### src/rtl/cordic_pkg.sv
// Shared constants for the CORDIC result path. The AHB-Lite bridge and the
// result FIFO both size their datapaths from these values.
package cordic_pkg;

  localparam int CORDIC_DATA_W     = 32;
  localparam int CORDIC_FIFO_DEPTH = 8;

endpackage : cordic_pkg

### src/rtl/cordic_fifo_mem.sv
// Register-file storage for the CORDIC result FIFO.
//   HCLK     : write clock
//   wr_en    : write strobe, one word per cycle
//   wr_addr  : write index
//   wr_data  : word to store
//   rd_addr  : read index (asynchronous read)
//   rd_data  : word at rd_addr
// The contents are not reset; the FIFO controller masks stale entries.
module cordic_fifo_mem
  import cordic_pkg::*;
#(
  parameter int  DATA_W = CORDIC_DATA_W,
  parameter int  DEPTH  = CORDIC_FIFO_DEPTH,
  localparam int PTR_W  = $clog2(DEPTH)
) (
  input  logic              HCLK,
  input  logic              wr_en,
  input  logic [PTR_W-1:0]  wr_addr,
  input  logic [DATA_W-1:0] wr_data,
  input  logic [PTR_W-1:0]  rd_addr,
  output logic [DATA_W-1:0] rd_data
);

  logic [DATA_W-1:0] mem_q [DEPTH];

  always_ff @(posedge HCLK) begin
    if (wr_en) begin
      mem_q[wr_addr] <= wr_data;
    end
  end

  assign rd_data = mem_q[rd_addr];

endmodule : cordic_fifo_mem

### src/rtl/cordic_result_fifo.sv
// First-word-fall-through FIFO buffering CORDIC results for the AHB-Lite
// bridge. Dropped pushes raise a sticky overflow flag.
//   HCLK                : clock
//   HRESET              : synchronous active-high reset
//   in_data             : CORDIC result word
//   valid_out_interface : push request
//   read_fifo_en        : pop request (ignored while empty)
//   clr_overflow        : clears overflow (a same-cycle overflow wins)
//   out_fifo            : head word, zero while empty
//   empty / full        : occupancy flags from the registered level
//   level               : occupancy, 0..DEPTH
//   overflow            : sticky, a push was dropped
module cordic_result_fifo
  import cordic_pkg::*;
#(
  parameter int  DATA_W = CORDIC_DATA_W,
  parameter int  DEPTH  = CORDIC_FIFO_DEPTH,
  localparam int PTR_W  = $clog2(DEPTH),
  localparam int LVL_W  = PTR_W + 1
) (
  input  logic              HCLK,
  input  logic              HRESET,
  input  logic [DATA_W-1:0] in_data,
  input  logic              valid_out_interface,
  input  logic              read_fifo_en,
  input  logic              clr_overflow,
  output logic [DATA_W-1:0] out_fifo,
  output logic              empty,
  output logic              full,
  output logic [LVL_W-1:0]  level,
  output logic              overflow
);

  logic [PTR_W-1:0]  wr_ptr_q, wr_ptr_d;
  logic [PTR_W-1:0]  rd_ptr_q, rd_ptr_d;
  logic [LVL_W-1:0]  level_q, level_d;
  logic              overflow_q, overflow_d;
  logic              push_acc, pop_acc, push_drop;
  logic [DATA_W-1:0] head_word;

  // Flags come only from the registered level, so nothing here depends
  // combinationally on the request inputs.
  assign empty = (level_q == '0);
  assign full  = (level_q == LVL_W'(DEPTH));

  // A full FIFO can still take a push when the head leaves in the same cycle.
  assign pop_acc   = read_fifo_en && !empty;
  assign push_acc  = valid_out_interface && (!full || pop_acc);
  assign push_drop = valid_out_interface && full && !pop_acc;

  always_comb begin
    wr_ptr_d   = wr_ptr_q;
    rd_ptr_d   = rd_ptr_q;
    level_d    = level_q;
    overflow_d = overflow_q;
    // DEPTH is a power of two, so pointer wrap is the natural roll-over.
    if (push_acc) wr_ptr_d = wr_ptr_q + PTR_W'(1);
    if (pop_acc)  rd_ptr_d = rd_ptr_q + PTR_W'(1);
    if (push_acc && !pop_acc)      level_d = level_q + LVL_W'(1);
    else if (pop_acc && !push_acc) level_d = level_q - LVL_W'(1);
    if (clr_overflow) overflow_d = 1'b0;
    if (push_drop)    overflow_d = 1'b1;
  end

  always_ff @(posedge HCLK) begin
    if (HRESET) begin
      wr_ptr_q   <= '0;
      rd_ptr_q   <= '0;
      level_q    <= '0;
      overflow_q <= 1'b0;
    end else begin
      wr_ptr_q   <= wr_ptr_d;
      rd_ptr_q   <= rd_ptr_d;
      level_q    <= level_d;
      overflow_q <= overflow_d;
    end
  end

  cordic_fifo_mem #(
    .DATA_W (DATA_W),
    .DEPTH  (DEPTH)
  ) u_mem (
    .HCLK    (HCLK),
    .wr_en   (push_acc && !HRESET),
    .wr_addr (wr_ptr_q),
    .wr_data (in_data),
    .rd_addr (rd_ptr_q),
    .rd_data (head_word)
  );

  // Unreset storage may hold stale words; hide them while empty.
  assign out_fifo = empty ? '0 : head_word;
  assign level    = level_q;
  assign overflow = overflow_q;

endmodule : cordic_result_fifo

### config.mk
export PLATFORM = sky130hd
export DESIGN_NAME = cordic_result_fifo
export DESIGN_NICKNAME = d
export VERILOG_FILES = /design/src/rtl/cordic_pkg.sv /design/src/rtl/cordic_fifo_mem.sv /design/src/rtl/cordic_result_fifo.sv
export SDC_FILE = /design/constraint.sdc
export NUM_CORES = 1
export LEC_CHECK = 0
export ABC_AREA = 0
export BUFFER_PORTS_ARGS = -buffer_cell sky130_fd_sc_hd__buf_2
export CAP_MARGIN = 20
export CORE_MARGIN = 4
export CORE_UTILIZATION = 60
export DETAILED_ROUTE_END_ITERATION = 10
export PLACE_DENSITY = 0.79
export SLEW_MARGIN = 0
export SYNTH_ARGS = -nofsm -noshare
export SYNTH_HDL_FRONTEND = slang
export SYNTH_SLANG_ARGS = --single-unit
### constraint.sdc
create_clock -name HCLK -period 6.75 [get_ports HCLK]
set_clock_uncertainty 0.05 [all_clocks]
set_input_delay 1.35 -clock HCLK [delete_from_list [all_inputs] [get_ports HCLK]]
set_output_delay 1.35 -clock HCLK [all_outputs]
set_load 0.005 [all_outputs]
# Yosys cells after proc, flatten, opt, wreduce, memory -nomap -nowiden

Memories as Yosys holds them, arrays and structs flattened. A register that Yosys moved wholly into a read port is not among the register bits.
Cells that the tools add are included.

Muxes and demuxes: 9
Eq/ne operators: 1
Reductions and logical operators: 16
Add/subtract/negate cells: 4

Operator list:

| operator                                         | number |
|---|---|
| two-way mux 32 bit                               | 1 |
| two-way mux 4 bit                                | 2 |
| logical AND 1 bit                                | 7 |
| adder 3 x 1 -> 3 bit, second input constant      | 2 |
| two-way mux 3 bit                                | 2 |
| zero test 1 bit                                  | 5 |
| adder 4 x 1 -> 4 bit, second input constant      | 1 |
| == test 4 bit, second input constant             | 1 |
| zero test 4 bit                                  | 1 |
| two-way mux 1 bit                                | 4 |
| nonzero test 2 bit                               | 2 |
| subtractor 4 x 1 -> 4 bit, second input constant | 1 |
| logical OR 1 bit                                 | 1 |

Bits in writable memories: 256
Output and inout port bits: 39
Memories: 1
Input bits: 37
Logic and storage cells: 35
Flip-flop bits (word level): 11

Memory list:

| name        | depth | width | rd ports | clocked after Yosys merged registers in | wr ports | line                  | text |
|---|---|---|---|---|---|---|---|
| u_mem.mem_q | 8     | 32    | 1        | 1                                       | 1        | cordic_fifo_mem.sv:24 | `logic [DATA_W-1:0] mem_q [DEPTH];` |

# Logic depth before layout (Yosys ltp)

Gate-level depths: netlist of run 1.

Word-level depth: 9
Gate-level depth with buffers: 10
Depth with buffers taken out: 10

# Modules after synthesis

Synthesis of run 1 repeated with hierarchy kept, for this count alone.

Cells, all modules: 478
Area, all modules: 10625.2 µm²

By module, submodules not included:

| module             | seq. area each (µm²) | cells each | area an instance (µm²) | times used |
|---|---|---|---|---|
| cordic_fifo_mem    | 7687.4               | 383        | 9825.7                 | 1 |
| cordic_result_fifo | 220.2                | 95         | 799.5                  | 1 |

# Least setup slack after synthesis of run 1

No wires, ideal clock.

Kind: input to register
Start point: input port HRESET
End point: memory u_mem.mem_q[0][0] in the netlist's numbering (enable)
Data arrival time: 4877 ps
Buffers on the path: 0
Cell stages on the path: 2
Library setup time: 513 ps
Path slack: 1311 ps
Data required time: 6187 ps
Path through: nor2_1 nor4b_1

Cells in the longest elaborated chain, start to end: 4

RTL lines:

| element                                 | line                     | text |
|---|---|---|
| start: declaration                      | cordic_result_fifo.sv:22 | `input logic HRESET,` |
| zero test 1 bit                         | cordic_result_fifo.sv:84 | `.wr_en (push_acc && !HRESET),` |
| logical AND 1 bit                       | cordic_result_fifo.sv:84 |  |
| two-way mux 1 bit                       | cordic_fifo_mem.sv:27    | `if (wr_en) begin` |
| two-way mux 1 bit (implied by the code) | cordic_fifo_mem.sv:28    | `mem_q[wr_addr] <= wr_data;` |
| end: declaration                        | cordic_fifo_mem.sv:24    |  |

Every way passes these cells.

==> impl_summary.log, run 1 <==
[metrics] cell area after technology mapping: 10400 µm²
[metrics] most common cell after layout, fill and taps aside: edfxtp_1
[metrics] maximum number of pins on one net before global-route repair: 65
[metrics] IO Port Bufs: 75
[metrics] number of top-level design ports: 76
[metrics] Max-Slew Margin vs Limit: 39.1%
[metrics] synthesis-to-finish area growth: 15.7%
[metrics] Starting Density: 61.9%
[metrics] final period utilization: 64.2%
[metrics] final setup fails: 0
[metrics] chip height: 140 µm
[metrics] Worst-Skew Late Latency: 0.53 ns
[metrics] post-synthesis cell type with the largest combined area: edfxtp_1
[metrics] average cell area after synthesis: 21.6 µm²
[metrics] final setup slack of the worst path: 2.42 ns
[metrics] data required time of the worst path: 5.35 ns
[metrics] Max Cap Viol: 0
[metrics] setup repair bufs after CTS: 0
[metrics] most area-consuming cells after synthesis: edfxtp_1, mux4_2, mux2i_1
[metrics] wire length of the first global-routing pass: 31100 µm
[metrics] area of the die: 19500 µm²
[metrics] Hold Buf Count CTS: 0
[metrics] initial antenna violation count: 1
[metrics] most used cells in the layout excluding fill and tap cells: edfxtp_1, buf_2, mux4_2
[metrics] count of yosys warnings during synthesis: 0
[metrics] DRC violations left: 0
[metrics] wirelength, routed: 19900 µm
[metrics] worst path arrival time: 2.93 ns
[metrics] power density cells: 368 nW/µm²
[metrics] total negative setup slack: 0 ns
[metrics] TritonCTS clock tree: yes
[metrics] outcome: finished, final reports clean
[metrics] share of cells above drive strength 1: 36.4%
[metrics] htree depth: 1
[metrics] number of global-route vias before repair: 5356
[metrics] placed wire-length estimate: 10800 µm
[metrics] CTS buffer count: 28
[metrics] pre-CTS worst setup slack: 2.88 ns
[metrics] slew at the pin closest to its max-slew limit: 0.913 ns
[metrics] gate count of the mapped netlist: 482
[metrics] worst hold path class: flop to flop
[metrics] Setup crit end kind: output port
[metrics] WL/cell: 24.2 µm
[metrics] minimum period implied by the final worst setup slack: 4.33 ns
[metrics] share of the yosys chip area belonging to registers: 76.5%
[metrics] GRT Residual Overflow: 0
[metrics] maximum root-to-sink buffer count: 3
[metrics] DR pass1 iterations: 5
[metrics] Final GP Congestion: 0.726
[metrics] clock transition at the register clock pins on the worst setup and hold paths after CTS: 0.06 ns
[metrics] number of nets produced by synthesis: 525
[metrics] vias per cell: 6.07
[metrics] post-layout net count: 622
[metrics] number of antenna repair diodes: 0
[metrics] floorplan row count: 47
[metrics] area share of the leading cell type in the synthesized netlist: 73.8%
[metrics] flop and latch count out of synthesis: 270
[metrics] die width: 140 µm
[metrics] Resized cells post-CTS: 0
[metrics] via count: 4985
[metrics] critical path start-end classification: flop to output port
[metrics] count of antenna-violating nets left after detailed routing: 0
[metrics] number of design-rule violations left by the first detailed-router iteration: 303
[metrics] core footprint: 16800 µm²
[metrics] Max rail drop VDD: 0.264 mV
[metrics] number of slew-limit violations in the final report: 0
[metrics] aggregate global-route resource usage: 20.7%
[metrics] CP startpoint kind: flop
[metrics] highest fanout seen on the critical path: 43
[metrics] highest clock frequency the design can meet: 0.231 GHz
[metrics] Final Hold Vio Count: 0
[metrics] total leakage power: 3.94 nW
[metrics] Sink Count: 270
[metrics] unrepaired setup endpoints after global routing: false
[metrics] clock tree root buffer cell: clkbuf_16
[metrics] distinct cell type count of the synthesized netlist: 35
## logic make-up after synthesis
logic type                 Yosys count  share of synthesized area [%]
adders and majority gates            6                          0.793
and+or+nand+nor                     66                           2.95
AOI/OAI and AO/OA                    9                          0.673
xor gates and xnor gates             5                          0.420
muxes                               99                           17.2
DFF                                270                           76.5
buffers and inverters               27                           1.48
## final cells by class
class	count	area, µm²
clock inverters	18	183
well taps	220	275
fillers	1010	4760
flip-flops and latches	270	7970
repair buffers	90	488
clock buffers	34	774
multi-input cells	185	2350
inverters	4	15.0
## worst paths after layout
| kind | start | to | slack, ns | cells past startpoint |
|---|---|---|---|---|
| worst min-delay path | overflow | overflow | 0.48 | 2 |
| worst max register to register | level[1] | level[3] | 3.70 | 10 |
| worst min register to register | overflow | overflow | 0.48 | 2 |
| worst max-delay path | flop | out_fifo[12] | 2.42 | 5 |
## cells in the mapped netlist
cell / n
a211oi_1: 1
a21oi_1: 3
a31oi_1: 1
a32oi_1: 1
buf_1: 2
buf_2: 3
buf_4: 1
buf_6: 6
clkbuf_1: 11
dfxtp_1: 14
edfxtp_1: 256
fa_1: 1
ha_1: 5
inv_1: 3
inv_2: 1
mux2_2: 1
mux2i_1: 34
mux4_2: 64
nand2_1: 4
nand2_2: 1
nand2b_1: 2
nand3_1: 1
nand3b_1: 2
nor2_1: 47
nor2b_1: 1
nor3_1: 3
nor4_1: 2
nor4_4: 1
nor4b_1: 1
o211ai_1: 1
o21ai_2: 1
o21ai_4: 1
or4b_4: 1
xnor2_1: 1
xor2_1: 4
## power by group
part,internal [W],total [W],switching (W)
Sequential,0.00189,0.00200,0.000107
Clock,0.000934,0.00155,0.000618
Combinational,0.000479,0.000891,0.000412
Total,0.00330,0.00444,0.00114
## metal layers
layer  wire, µm  track usage (%)  vias up
met2      10300             34.8      173
met1       8000             29.1     2599
li1           -                -     2177
met4        324             4.33        2
met5         13                0        -
met3       1240             3.88       34
## sequential cells by signal, indices dropped and copies added, names as in the netlist, named ones only
register	count
level	4
overflow	1
rd_ptr_q	3
u_mem.mem_q	256
wr_ptr_q	3
## critical path, stage by stage (launching register included)
cell and delay [ns]:
dfxtp_4 0.89, buf_4 0.53, mux4_2 0.58, mux2i_1 0.16, nor2_1 0.07, buf_2 0.15
## stage by stage
stage	util (%)	hold WS [ns]	cells	total power (W)	instance area (µm²)
2_1_floorplan	-	0.421	482	0.00266	10400
3_3_place_gp	66.0	0.408	769	0.00291	11100
3_5_place_dp	66.0	0.477	769	0.00294	11100
4_1_cts	71.7	0.487	821	0.00449	12100
5_1_grt	71.7	0.521	821	0.00464	12100
6_report	71.7	0.481	821	0.00444	12100
(Power assumes the default switching activity.)
==> run 2, diff against run 1 <==
clock period = 4.1 ns   (was 6.75 ns; I/O delays follow)
==> impl_summary.log, run 2 (synthesized netlist as in run 1, its figures left out) <==
[metrics] number of global-route vias before repair: 5295 (-1.1%)
[metrics] total leakage power: 3.87 nW (-1.8%)
[metrics] Max rail drop VDD: 0.456 mV (+73%)
[metrics] Critical Path Slowest Stage Cell: dfxtp_4
[metrics] count of antenna-violating nets left after detailed routing: 0 (unchanged)
[metrics] htree depth: 1 (unchanged)
[metrics] critical path start-end classification: flop to output port
[metrics] number of top-level design ports: 76 (unchanged)
[metrics] highest clock frequency the design can meet: 0.302 GHz
[metrics] IO Port Bufs: 75 (unchanged)
[metrics] final period utilization: 80.7%
[metrics] initial antenna violation count: 0 (-1)
[metrics] final setup fails: 0 (unchanged)
[metrics] crit-path max cell delay: 0.60 ns (-0.29 ns)
[metrics] core footprint: 16800 µm² (unchanged)
[metrics] Final Hold Vio Count: 0 (unchanged)
[metrics] area of placed instances: 11100 µm² (+0.28%)
[metrics] Overall Power: 0.00697 W (+57%)
[metrics] minimum period implied by the final worst setup slack: 3.31 ns
[metrics] outcome: finished, final reports clean
[metrics] placed wire-length estimate: 10500 µm (-3.3%)
[metrics] setup repair bufs after CTS: 0 (unchanged)
[metrics] aggregate global-route resource usage: 20.8% (+0.042 points)
[metrics] final setup slack of the worst path: 0.793 ns (-1.62 ns)
[metrics] Most flops, register: u_mem.mem_q
[metrics] GRT Residual Overflow: 0 (unchanged)
[metrics] Hold Buf Count CTS: 0 (unchanged)
[metrics] number of slew-limit violations in the final report: 0 (unchanged)
[metrics] CTS buffer count: 26 (-7.1%)
[metrics] Max-Slew Margin vs Limit: 62.0% (+23 points)
[metrics] post-layout net count: 619 (-0.48%)
[metrics] via count: 4838 (-2.9%)
[metrics] most common cell after layout, fill and taps aside: edfxtp_1
[metrics] die width: 140 µm (unchanged)
[metrics] number of antenna repair diodes: 0 (unchanged)
[metrics] dominant delay contributor by cell family on the critical path: multiplexers
[metrics] slew at the pin closest to its max-slew limit: 0.570 ns (-0.343 ns)
[metrics] Worst-Skew Late Latency: 0.52 ns (about the same)
[metrics] clock tree root buffer cell: clkbuf_16
[metrics] DRC violations left: 0 (unchanged)
[metrics] pre-CTS worst setup slack: 1.06 ns (-1.82 ns)
[metrics] Setup crit end kind: output port
[metrics] final instance count without filler cells: 816 (-0.61%)
[metrics] synthesis-to-finish area growth: 14.4%
[metrics] clock transition at the register clock pins on the worst setup and hold paths after CTS: 0.06 ns (about the same)
[metrics] share of cells above drive strength 1: 35.1% (-1.4 points)
[metrics] wire length of the first global-routing pass: 31100 µm (about the same)
[metrics] total negative setup slack: 0 ns (unchanged)
[metrics] WL/cell: 23.9 µm (-1.4%)
[metrics] Starting Density: 61.9% (unchanged)
[metrics] number of flip-flops in the largest register: 256 (unchanged)
[metrics] post-placement cell count: 768 (-0.13%)
[metrics] data required time of the worst path: 3.23 ns (-2.12 ns)
[metrics] worst hold path class: flop to flop
[metrics] chip height: 140 µm (unchanged)
[metrics] highest fanout seen on the critical path: 34 (-21%)
[metrics] Final GP Congestion: 0.760 (+4.7%)
[metrics] post-route design area: 11900 µm² (-1.1%)
[metrics] floorplan row count: 47 (unchanged)
[metrics] vias per cell: 5.93 (-2.4%)
[metrics] wirelength, routed: 19500 µm (-2.0%)
[metrics] DR pass1 iterations: 4 (-1)
[metrics] Max Cap Viol: 0 (unchanged)
[metrics] TritonCTS clock tree: yes
[metrics] power density cells: 585 nW/µm² (+59%)
[metrics] crit path cell chain: buf_12 -> mux4_2 -> mux2i_1 -> nor2_1 -> buf_2
[metrics] unrepaired setup endpoints after global routing: false
[metrics] Sink Count: 270 (unchanged)
[metrics] area of the die: 19500 µm² (unchanged)
[metrics] maximum root-to-sink buffer count: 3 (unchanged)
[metrics] most used cells in the layout excluding fill and tap cells: edfxtp_1, buf_2, mux4_2
[metrics] CP startpoint kind: flop
[metrics] worst path arrival time: 2.44 ns (-0.49 ns)
[metrics] Resized cells post-CTS: 0 (unchanged)
[metrics] maximum number of pins on one net before global-route repair: 35 (-46%)
[metrics] number of design-rule violations left by the first detailed-router iteration: 452 (+49%)
[metrics] buffer and inverter count on the worst path: 2 (unchanged)
## run 2: routing by layer
| layer | share of wire (%) | GRT usage [%] |
|---|---|---|
| met4 | 2.4 | 5.20 |
| met3 | 7.0 | 3.53 |
| met2 | 52 | 36.7 |
| met5 | 0 | 0 |
| met1 | 38 | 27.2 |
## run 2: final timing paths
kind                            startpoint  slack (ns)     endpoint  depth (start not counted)
worst min register to register    overflow        0.43     overflow                          2
worst max register to register    level[1]        1.04     level[3]                         10
worst min-delay path              overflow        0.43     overflow                          2
worst max-delay path                  flop        0.79  out_fifo[8]                          5
## run 2: layout make-up
| type | instances | area [µm²] |
|---|---|---|
| fill | 1057 | 4900 |
| sequential | 270 | 7970 |
| clock buffer | 29 | 662 |
| multi-input combinational | 185 | 2370 |
| tap | 220 | 275 |
| inverter | 4 | 15.0 |
| timing repair buffer | 89 | 493 |
| clock inverter | 19 | 128 |
## run 2: power breakdown
group / switching (W) / internal, W
registers: 0.000128 / 0.00311
logic: 0.000736 / 0.000806
clock network: 0.000961 / 0.00122
total: 0.00182 / 0.00514
## run 2: tightest hold or removal path: stages, from the launching register on
cell,delay [ns]
dfxtp_1,0.32
a32oi_1,0.05
nor2_1,0.07
## run 2: through the flow
step                      util, %  hold WS, ns
after detailed placement     66.2        0.422
after floorplan                 -        0.421
final                        70.9        0.433
after CTS                    70.9        0.436
after global placement       66.2        0.406
after global routing         70.9        0.482
